===== src/rtl/rtc_bus_sequencer.sv =====
// Runs one address/data-multiplexed bus cycle (write or read) to an external RTC.
// Every output is registered from the next-state decode, so strobes never glitch.
module rtc_bus_sequencer #(
  parameter int T_PH = 4  // cycles per bus phase, 1..15
) (
  input  logic       clk,
  input  logic       reset,
  input  logic [7:0] dir_in,
  input  logic [7:0] data_in,
  input  logic       req,
  input  logic       rw,
  input  logic [7:0] bus_in,
  output logic [7:0] bus_out,
  output logic       bus_oe,
  output logic       cs_n,
  output logic       ad_n,
  output logic       wr_n,
  output logic       rd_n,
  output logic [7:0] rd_data,
  output logic       busy,
  output logic       done
);

  typedef enum logic [2:0] {IDLE, A_STB, A_HOLD, D_STB, D_HOLD, DONE} state_t;

  localparam logic [3:0] PH_LAST = 4'(T_PH - 1);

  state_t     state, state_nxt;
  logic [3:0] cnt, cnt_nxt;
  logic [7:0] addr_q, addr_nxt, data_q, data_nxt;
  logic       rw_q, rw_nxt;
  logic       phase_end;

  logic       cs_d, ad_d, wr_d, rd_d, oe_d, busy_d, done_d;
  logic [7:0] out_d;

  assign phase_end = (cnt == 4'd0);

  always_comb begin
    // NOTE: every signal gets a default before the case so no path can infer a latch.
    state_nxt = state;
    cnt_nxt   = cnt;
    addr_nxt  = addr_q;
    data_nxt  = data_q;
    rw_nxt    = rw_q;
    if (state != IDLE && state != DONE) cnt_nxt = cnt - 4'd1;

    case (state)
      IDLE: if (req) begin
        state_nxt = A_STB;
        cnt_nxt   = PH_LAST;
        addr_nxt  = dir_in;
        data_nxt  = data_in;
        rw_nxt    = rw;
      end
      A_STB:  if (phase_end) begin state_nxt = A_HOLD; cnt_nxt = PH_LAST; end
      A_HOLD: if (phase_end) begin state_nxt = D_STB;  cnt_nxt = PH_LAST; end
      D_STB:  if (phase_end) begin state_nxt = D_HOLD; cnt_nxt = PH_LAST; end
      D_HOLD: if (phase_end) begin state_nxt = DONE;   cnt_nxt = 4'd0;    end
      DONE:   state_nxt = IDLE;
      default: state_nxt = IDLE;
    endcase

    // Decode from the state being entered so the registered pins line up with it.
    cs_d   = 1'b1;
    ad_d   = 1'b1;
    wr_d   = 1'b1;
    rd_d   = 1'b1;
    oe_d   = 1'b0;
    out_d  = 8'h00;
    busy_d = (state_nxt != IDLE);
    done_d = 1'b0;

    case (state_nxt)
      A_STB: begin
        cs_d  = 1'b0;
        ad_d  = 1'b0;
        wr_d  = 1'b0;
        oe_d  = 1'b1;
        out_d = addr_nxt;
      end
      A_HOLD: begin
        oe_d  = 1'b1;
        out_d = addr_nxt;
      end
      D_STB: begin
        cs_d = 1'b0;
        if (rw_nxt) begin
          rd_d = 1'b0;  // pad released: the RTC owns the bus while rd_n is low
        end else begin
          wr_d  = 1'b0;
          oe_d  = 1'b1;
          out_d = data_nxt;
        end
      end
      D_HOLD: if (!rw_nxt) begin
        oe_d  = 1'b1;
        out_d = data_nxt;
      end
      DONE:    done_d = 1'b1;
      default: ;
    endcase
  end

  always_ff @(posedge clk) begin
    // NOTE: non-blocking assignments so every register updates from pre-edge values.
    if (reset) begin
      state   <= IDLE;
      cnt     <= 4'd0;
      addr_q  <= 8'h00;
      data_q  <= 8'h00;
      rw_q    <= 1'b0;
      cs_n    <= 1'b1;
      ad_n    <= 1'b1;
      wr_n    <= 1'b1;
      rd_n    <= 1'b1;
      bus_oe  <= 1'b0;
      bus_out <= 8'h00;
      busy    <= 1'b0;
      done    <= 1'b0;
      rd_data <= 8'h00;
    end else begin
      state   <= state_nxt;
      cnt     <= cnt_nxt;
      addr_q  <= addr_nxt;
      data_q  <= data_nxt;
      rw_q    <= rw_nxt;
      cs_n    <= cs_d;
      ad_n    <= ad_d;
      wr_n    <= wr_d;
      rd_n    <= rd_d;
      bus_oe  <= oe_d;
      bus_out <= out_d;
      busy    <= busy_d;
      done    <= done_d;
      // Sample on the last edge of the read strobe, while rd_n is still low.
      if (state == D_STB && phase_end && rw_q) rd_data <= bus_in;
    end
  end

endmodule

===== config.mk =====
export PLATFORM = sky130hd
export DESIGN_NAME = rtc_bus_sequencer
export DESIGN_NICKNAME = d
export VERILOG_FILES = /design/src/rtl/rtc_bus_sequencer.sv
export SDC_FILE = /design/constraint.sdc
export NUM_CORES = 1
export LEC_CHECK = 0
export BUFFER_PORTS_ARGS = -buffer_cell sky130_fd_sc_hd__buf_2
export CORE_ASPECT_RATIO = 0.9
export CORE_UTILIZATION = 45
export CTS_CLUSTER_SIZE = 30
export DETAILED_ROUTE_END_ITERATION = 10
export PLACE_DENSITY = 0.69
export SLEW_MARGIN = 20
export SYNTH_ARGS = -nofsm -noshare
export SYNTH_HDL_FRONTEND = slang
export SYNTH_SLANG_ARGS = --single-unit

===== constraint.sdc =====
create_clock -name clk -period 3.6 [get_ports clk]
set_input_delay 0.54 -clock clk [delete_from_list [all_inputs] [get_ports clk]]
set_output_delay 0.54 -clock clk [all_outputs]
set_load 0.005 [all_outputs]

Yosys cells after proc, flatten, opt, wreduce, memory -nomap -nowiden

Cells that the tools add are included.

Add/subtract/negate cells: 1
Equality and inequality tests: 10
Multiplexer cells: 26
Bitwise logic cells: 1
Reduce and logical (&&, ||, !) cells: 12

Operators with widths:

| operator                                          | count |
|---|---|
| two-way mux 8 bit                                 | 5 |
| two-way mux 4 bit                                 | 4 |
| case mux 8 bit (2 select lines)                   | 1 |
| two-way mux 3 bit                                 | 5 |
| case mux 3 bit (5 select lines)                   | 1 |
| == test 3 x 2 -> 1 bit (second input constant)    | 4 |
| case mux 4 bit (3 select lines)                   | 1 |
| == test 3 bit (second input constant)             | 3 |
| OR reduction 2 bit                                | 4 |
| two-way mux 1 bit                                 | 7 |
| == test 3 x 1 -> 1 bit (second input constant)    | 2 |
| nonzero test 3 bit                                | 2 |
| logical NOT 4 bit                                 | 1 |
| case mux 1 bit (2 select lines)                   | 2 |
| subtractor 4 x 1 -> 4 bit (second input constant) | 1 |
| logical AND 1 bit                                 | 3 |
| logical NOT 3 bit                                 | 1 |
| != test 3 bit (second input constant)             | 1 |
| OR reduction 3 bit                                | 1 |
| NOT 1 bit                                         | 1 |

Register bits after elaboration: 47
Input bits: 28

Depth between registers and ports, before layout

Gate-level depths: netlist of run 1.

Depth after elaboration: 6
Gate-level depth with buffers: 7
Mapped depth without buffers: 6

Worst setup path after synthesis of run 1

No wires, ideal clock.

Path type: register to register
From: register cnt[0]
To: register ad_n
Library setup time: 141 ps
Data arrival time: 1657 ps
Data required time: 3459 ps
Setup slack: 1803 ps
Stages on the path, launching flop included: 7
Buffers on the path: 0
Clock period less this slack: 1797 ps
Cell sequence: dfxtp_1 -> inv_1 -> ha_1 -> nor3b_4 -> mux2i_1 -> a2111oi_2 -> o21ai_0

Word-level cells in the longest chain between the ends: 5
Elaborated cells on any way between the ends: 8
Classes of those cells: eq/ne (1); mux (6); reduce/logical (1)

Ends and longest elaborated chain:

| item                                        | line | RTL |
|---|---|---|
| start: declaration                          | 29   | `logic [3:0] cnt, cnt_nxt;` |
| start signal: assignment                    | 124  | `cnt <= cnt_nxt;` |
| logical NOT 4 bit (*)                       | 37   | `assign phase_end = (cnt == 4'd0);` |
| two-way mux 3 bit, on equally long branches | -    |  |
| case mux 3 bit (5 select lines) (*)         | 48   | `case (state)` |
| == test 3 x 1 -> 1 bit (*)                  | 74   | `case (state_nxt)` |
| two-way mux 1 bit (*)                       | 74   |  |
| end signal: assignment                      | 114  | `ad_n <= 1'b1;` |
| end signal: assignment                      | 129  | `ad_n <= ad_d;` |
| end: declaration                            | 16   | `output logic ad_n,` |

Every way passes the cells marked *; elsewhere a longest branch is shown, timed or not.
A chain may end at the register's enable or synchronous reset.

Final worst setup path of run 1

From: register state[2]
To: register bus_out[3]

Word-level cells in the longest chain between the ends: 5
Elaborated cells on any way between the ends: 22
Classes of those cells: eq/ne (8); mux (11); reduce/logical (3)

Ends and longest elaborated chain:

| item                                        | line | RTL |
|---|---|---|
| start: declaration                          | 28   | `state_t state, state_nxt;` |
| start signal: assignment                    | 123  | `state <= state_nxt;` |
| == test 3 bit, or another cell as far along | 48   |  |
| case mux 3 bit (5 select lines)             | 48   |  |
| == test 3 bit, or another cell as far along | 74   |  |
| OR reduction 2 bit (no source line)         | -    |  |
| case mux 8 bit (2 select lines) (*)         | 74   |  |
| end signal: assignment                      | 133  | `bus_out <= out_d;` |
| end: declaration                            | 13   | `output logic [7:0] bus_out,` |

Marks and branches as above.

==> results of run 1 <==
-- power breakdown --
group	total, uW	switching, uW	internal [uW]
clock	388	163	225
sequential	601	35.7	565
combinational	283	150	134
-- worst reg2reg max path: stages, from the launching register on --
cell and delay (ns):
dfxtp_1 0.53, nor4b_4 0.35, buf_4 0.31, mux2i_1 0.76, o211ai_1 0.21, a21oi_1 0.17
-- layout make-up --
cell class / count / area (sq um) / area share (%)
multi-input combinational: 140 / 1010 / 41.6
sequential: 47 / 941 / 38.7
timing repair buffer: 51 / 258 / 10.6
clock buffer: 6 / 82.6 / 3.40
tap: 60 / 75.1 / 3.09
clock inverter: 2 / 35.0 / 1.44
inverter: 7 / 26.3 / 1.08
-- flip-flops by register name, summed over array words and instances (netlist names), 3 cells and up --
register and flops:
rd_data 8, bus_out 8, state 3, data_q 8, addr_q 8, cnt 4
-- stage by stage --
step / instances / hold WS (ns) / cell area [sq um] / utilization (%) / setup slack, ns
floorplan: 207 / 0.448 / 2050 / - / 1.80
global placement: 305 / 0.464 / 2310 / 54.9 / 1.21
detailed placement: 305 / 0.478 / 2310 / 54.9 / 1.17
CTS: 313 / 0.479 / 2430 / 57.7 / 1.17
global route: 313 / 0.492 / 2430 / 57.7 / 0.989
finish: 313 / 0.484 / 2430 / 57.7 / 1.20
-- cells in the final DEF, fill, tap and decap left out, types with 3 or more instances in the layout --
cell type	instances
dfxtp_1	47
nor2_1	20
nor3_1	8
nor2b_1	14
a21oi_1	13
o21ai_0	9
nand3b_1	9
o211ai_1	9
mux2_2	6
buf_2	50
nand2_1	3
inv_1	7
mux2i_1	19
clkbuf_8	6
-- path summary, 6_finish.rpt --
check / startpoint / to / slack, ns / cells after the start
worst min register to register: addr_q[1] / addr_q[1] / 0.49 / 2
worst min-delay path: bus_in[0] / rd_data[0] / 0.48 / 3
worst max-delay path: state[2] / bus_out[3] / 1.20 / 5
worst max register to register: state[2] / bus_out[3] / 1.20 / 5
-- routing by layer --
layer	up-vias	part of all wire, %	GRT usage, %
met5	-	0	0
met4	0	0.76	5.88
met3	5	4.8	4.27
met2	42	41	27.4
met1	732	53	25.3
li1	823	-	-
-- logic make-up after synthesis --
kind of cell,share of synthesized area (%)
AO/OA/AOI/OAI,14.7
XOR/XNOR,0.853
adder cells (fa/ha/maj),0.609
buffers and inverters,4.94
flip-flops,45.8
multiplexers,13.6
AND/OR/NAND/NOR,19.4
==> flow_summary.yaml, run 1 <==
detailed_routing:
  wl_per_cell_microns: 13.1
  ant_nets: 0
  initialDrtViolationCount: 87
  finalWirelength_microns: 4100
  routed_via_density: 5.12
  first_pass_iters: 4
  drc: 0
  vias: 1602
floorplanning:
  num_rows: 22
  fp.dieArea_sq_um: 4840
  io_pins: 51
  initial_core_util_pct: 48.8
  fp.dieW_microns: 73.2
  fp.dieH_microns: 66.1
  coreArea_sq_um: 4210
timing:
  rsz0062_at_grt: "no"
  slew-limit-headroom_pct: 42.0
  final_max_slew_viol_count: 0
  achievable-frequency_mhz: 417
  min_period_ns: 2.40
  finalSetupViolations: 0
  tns_ns: 0
  skew_ns: 0.00364
  min_period_over_period_pct: 66.5
  worst_pin_slew_ns: 0.846
  final-hold-violation-count: 0
setup_path:
  slowest_stage: "mux2i_1"
  path_cells: "nor4b_4 -> buf_4 -> mux2i_1 -> o211ai_1 -> a21oi_1"
  crit_path_max_incr_delay_ns: 0.75
  criticalPathCategory: "flip-flop to flip-flop"
  cp-start-kind: "flip-flop"
  worstPathRequired_ns: 3.82
  critical_path.top_delay_family: "multiplexers"
  crit_arrival_ns: 2.62
  crit_path_end_kind: "flip-flop"
  cp_num_buf_inv: 1
  crit_fanout: 21
final_layout:
  final_nets: 281
  antenna_cells: 0
  nFillCells: 413
  drive_gt1_share_pct: 30.4
  syn2layout_area_growth_pct: 18.3
yosys:
  synth_top_area_share_pct: 45.8
  ys_top_cells_by_count: "47 x dfxtp_1, 20 x nor2_1, 19 x mux2i_1"
  synth-edff-count: 0
  async_flop_share_pct: 0
  synth-seq-area-share_pct: 45.8
  post-synth-top-count-cell: "dfxtp_1"
  ys_ff_latch: 47
  synth_nets: 236
  yosys_warnings: 0
  yosysUniqueCellTypes: 43
  synth_ff_type: "dfxtp_1"
  synth_area_per_cell_sq_um: 9.92
  netlist_area_sq_um: 2050
  synth_area_leaders: "dfxtp_1 46%, mux2i_1 9.3%, nor2b_1 4.3%"
  synth.largest_area_cell: "dfxtp_1"
  synthCells: 207
grt:
  grt-ovfl-total: 0
  grt_use_total_pct: 18.1
  grt_antenna_before_repair: 0
  grt_pass1_wl_microns: 6620
  grt_start_max_net_pins: 38
  grt_pass1_vias: 1451
power:
  finalPower_uw: 1270
  power.density_nw_per_um2: 524
  ir_worst_vdd_mv: 0.249
  p_leak_uw: 0.00101
clock_tree:
  cts_root_buf: "clkbuf_8"
  clockBufferDepth: 2
  cts_resized: 0
  post_cts_buffers: 0
  ctsHoldBuffers: 0
  cts_tree: "done"
  cts_made_buffers: 5
  clkLatencyLatePin_ns: 0.29
  cts.sinks: 47
  cts_max_level: 2
  clkSlewWorstSetupHoldPaths_ns: 0.08
placement:
  gp_congestion: 0.848
  dp_hpwl_microns: 2890
  io_buffers: 50
min_path:
  hold_class: "primary input to flip-flop"
job:
  maxCapViolations: 0
status:
  status: "completed"
Note: power is estimated with default switching activity, not from simulation.
==> inputs of run 2 (changes only) <==
--- a/config.mk
+++ b/config.mk
@@ -10,7 +10,7 @@
 export CORE_UTILIZATION = 45
 export CTS_CLUSTER_SIZE = 30
 export DETAILED_ROUTE_END_ITERATION = 10
-export PLACE_DENSITY = 0.69
+export PLACE_DENSITY = 0.72
 export SLEW_MARGIN = 20
 export SYNTH_ARGS = -nofsm -noshare
 export SYNTH_HDL_FRONTEND = slang
==> constraint.sdc (replaced) <==
create_clock -name clk -period 2 [get_ports clk]
set_input_delay 0.3 -clock clk [delete_from_list [all_inputs] [get_ports clk]]
set_output_delay 0.3 -clock clk [all_outputs]
set_load 0.005 [all_outputs]
==> flow_summary.yaml, run 2 (synthesis gave the netlist of run 1 again) <==
timing:
  rsz0062_at_grt: "no"
  slew-limit-headroom_pct: 67.8
  final-hold-violation-count: 0
  worst_hold_slack_ns: 0.239
  finalSetupViolations: 0
  fin_ws_ns: 0.151
  min_period_ns: 1.85
  achievable-frequency_mhz: 541
  skew_ns: 0.00691
  tns_ns: 0
  min_period_over_period_pct: 92.4
  worst_pin_slew_ns: 0.477
  final_max_slew_viol_count: 0
detailed_routing:
  wl_per_cell_microns: 12.9
  vias: 1647
  ant_nets: 0
  first_pass_iters: 4
  initialDrtViolationCount: 136
  finalWirelength_microns: 4180
  routed_via_density: 5.08
  drc: 0
final_layout:
  drive_gt1_share_pct: 33.3
  fin_util_pct: 59.8
  final_nets: 292
  antenna_cells: 0
  final_cell_mix: "50 x buf_2, 47 x dfxtp_1, 20 x nor2_1"
  layout_commonest_cell: "buf_2"
  syn2layout_area_growth_pct: 22.7
grt:
  grt_pass1_wl_microns: 6960
  grt_use_total_pct: 19.3
  grt_pass1_vias: 1498
  grt-ovfl-total: 0
  grt_antenna_before_repair: 0
  grt_start_max_net_pins: 21
floorplanning:
  fp.dieArea_sq_um: 4840
  num_rows: 22
  io_pins: 51
  initial_core_util_pct: 48.8
  fp.dieW_microns: 73.2
  fp.dieH_microns: 66.1
  coreArea_sq_um: 4210
setup_path:
  crit_path_end_kind: "flip-flop"
  worstPathRequired_ns: 2.23
  slowest_stage: "or3b_2"
  crit_path_max_incr_delay_ns: 0.51
  cp-start-kind: "flip-flop"
  critical_path.top_delay_family: "compound AO/OA/AOI/OAI gates"
  criticalPathCategory: "flip-flop to flip-flop"
  crit_arrival_ns: 2.07
  crit_fanout: 9
  cp_num_buf_inv: 1
  path_cells: "inv_1 -> ha_1 -> or3b_2 -> a21boi_4 -> o211ai_1 -> a21oi_1"
status:
  status: "completed"
clock_tree:
  clockBufferDepth: 2
  cts_tree: "done"
  cts_made_buffers: 5
  clkSlewWorstSetupHoldPaths_ns: 0.09
  cts_max_level: 2
  cts_root_buf: "clkbuf_8"
  post_cts_buffers: 0
  clkLatencyLatePin_ns: 0.29
  cts.sinks: 47
placement:
  gp_congestion: 0.847
  dp_slack_ns: 0.0832
  dp_hpwl_microns: 3030
  io_buffers: 50
job:
  maxCapViolations: 0
min_path:
  hold_class: "primary input to flip-flop"
power:
  p_leak_uw: 0.00106
  power.density_nw_per_um2: 921
  finalPower_uw: 2320
  ir_worst_vdd_mv: 0.495
## run 2: area by class of cell
class / count / area [sq um]
clock buffer: 5 / 68.8
clock inverter: 3 / 43.8
fill: 376 / 1690
inverter: 7 / 26.3
multi-input combinational: 140 / 1020
sequential: 47 / 941
tap: 60 / 75.1
timing repair buffer: 62 / 340
## run 2: worst min-delay path: cells and delay by family
family / cells / cell delay (ns)
buffers and inverters: 1 / 0.07
and+or+nand+nor: 1 / 0.07
muxes: 1 / 0.05
## run 2: where the power goes
group	switching (uW)	leakage [uW]	internal, uW
Sequential	43.4	0.000385	1020
Combinational	300	0.000619	279
Clock	306	0.0000581	372
## run 2: layer usage
layer | track usage, % | up-vias | part of all wire, %
met4 | 7.35 | 0 | 1.2
met2 | 27.7 | 39 | 42
met5 | 0 | - | 0
met3 | 5.03 | 4 | 4.1
li1 | - | 842 | -
met1 | 27.4 | 762 | 52
## run 2: what timing repair did
item | 4_1_cts | 5_1_grt
hold buffers | 0 | 0
gates resized for setup | 0 | 2
endpoints found under the setup margin | 0 | 9
## run 2: path summary, 6_finish.rpt
check,startpoint,cells after the start,slack (ns),endpoint
max reg2reg,cnt[0],6,0.15,bus_out[3]
max,cnt[0],6,0.15,bus_out[3]
min reg2reg,addr_q[1],2,0.49,addr_q[1]
min,bus_in[0],3,0.24,rd_data[0]
## run 2: per-stage QoR
stage	cells	area, sq um
detailed placement	316	2390
global route	324	2520
floorplan	207	2050
finish	324	2520
CTS	324	2510
global placement	316	2390
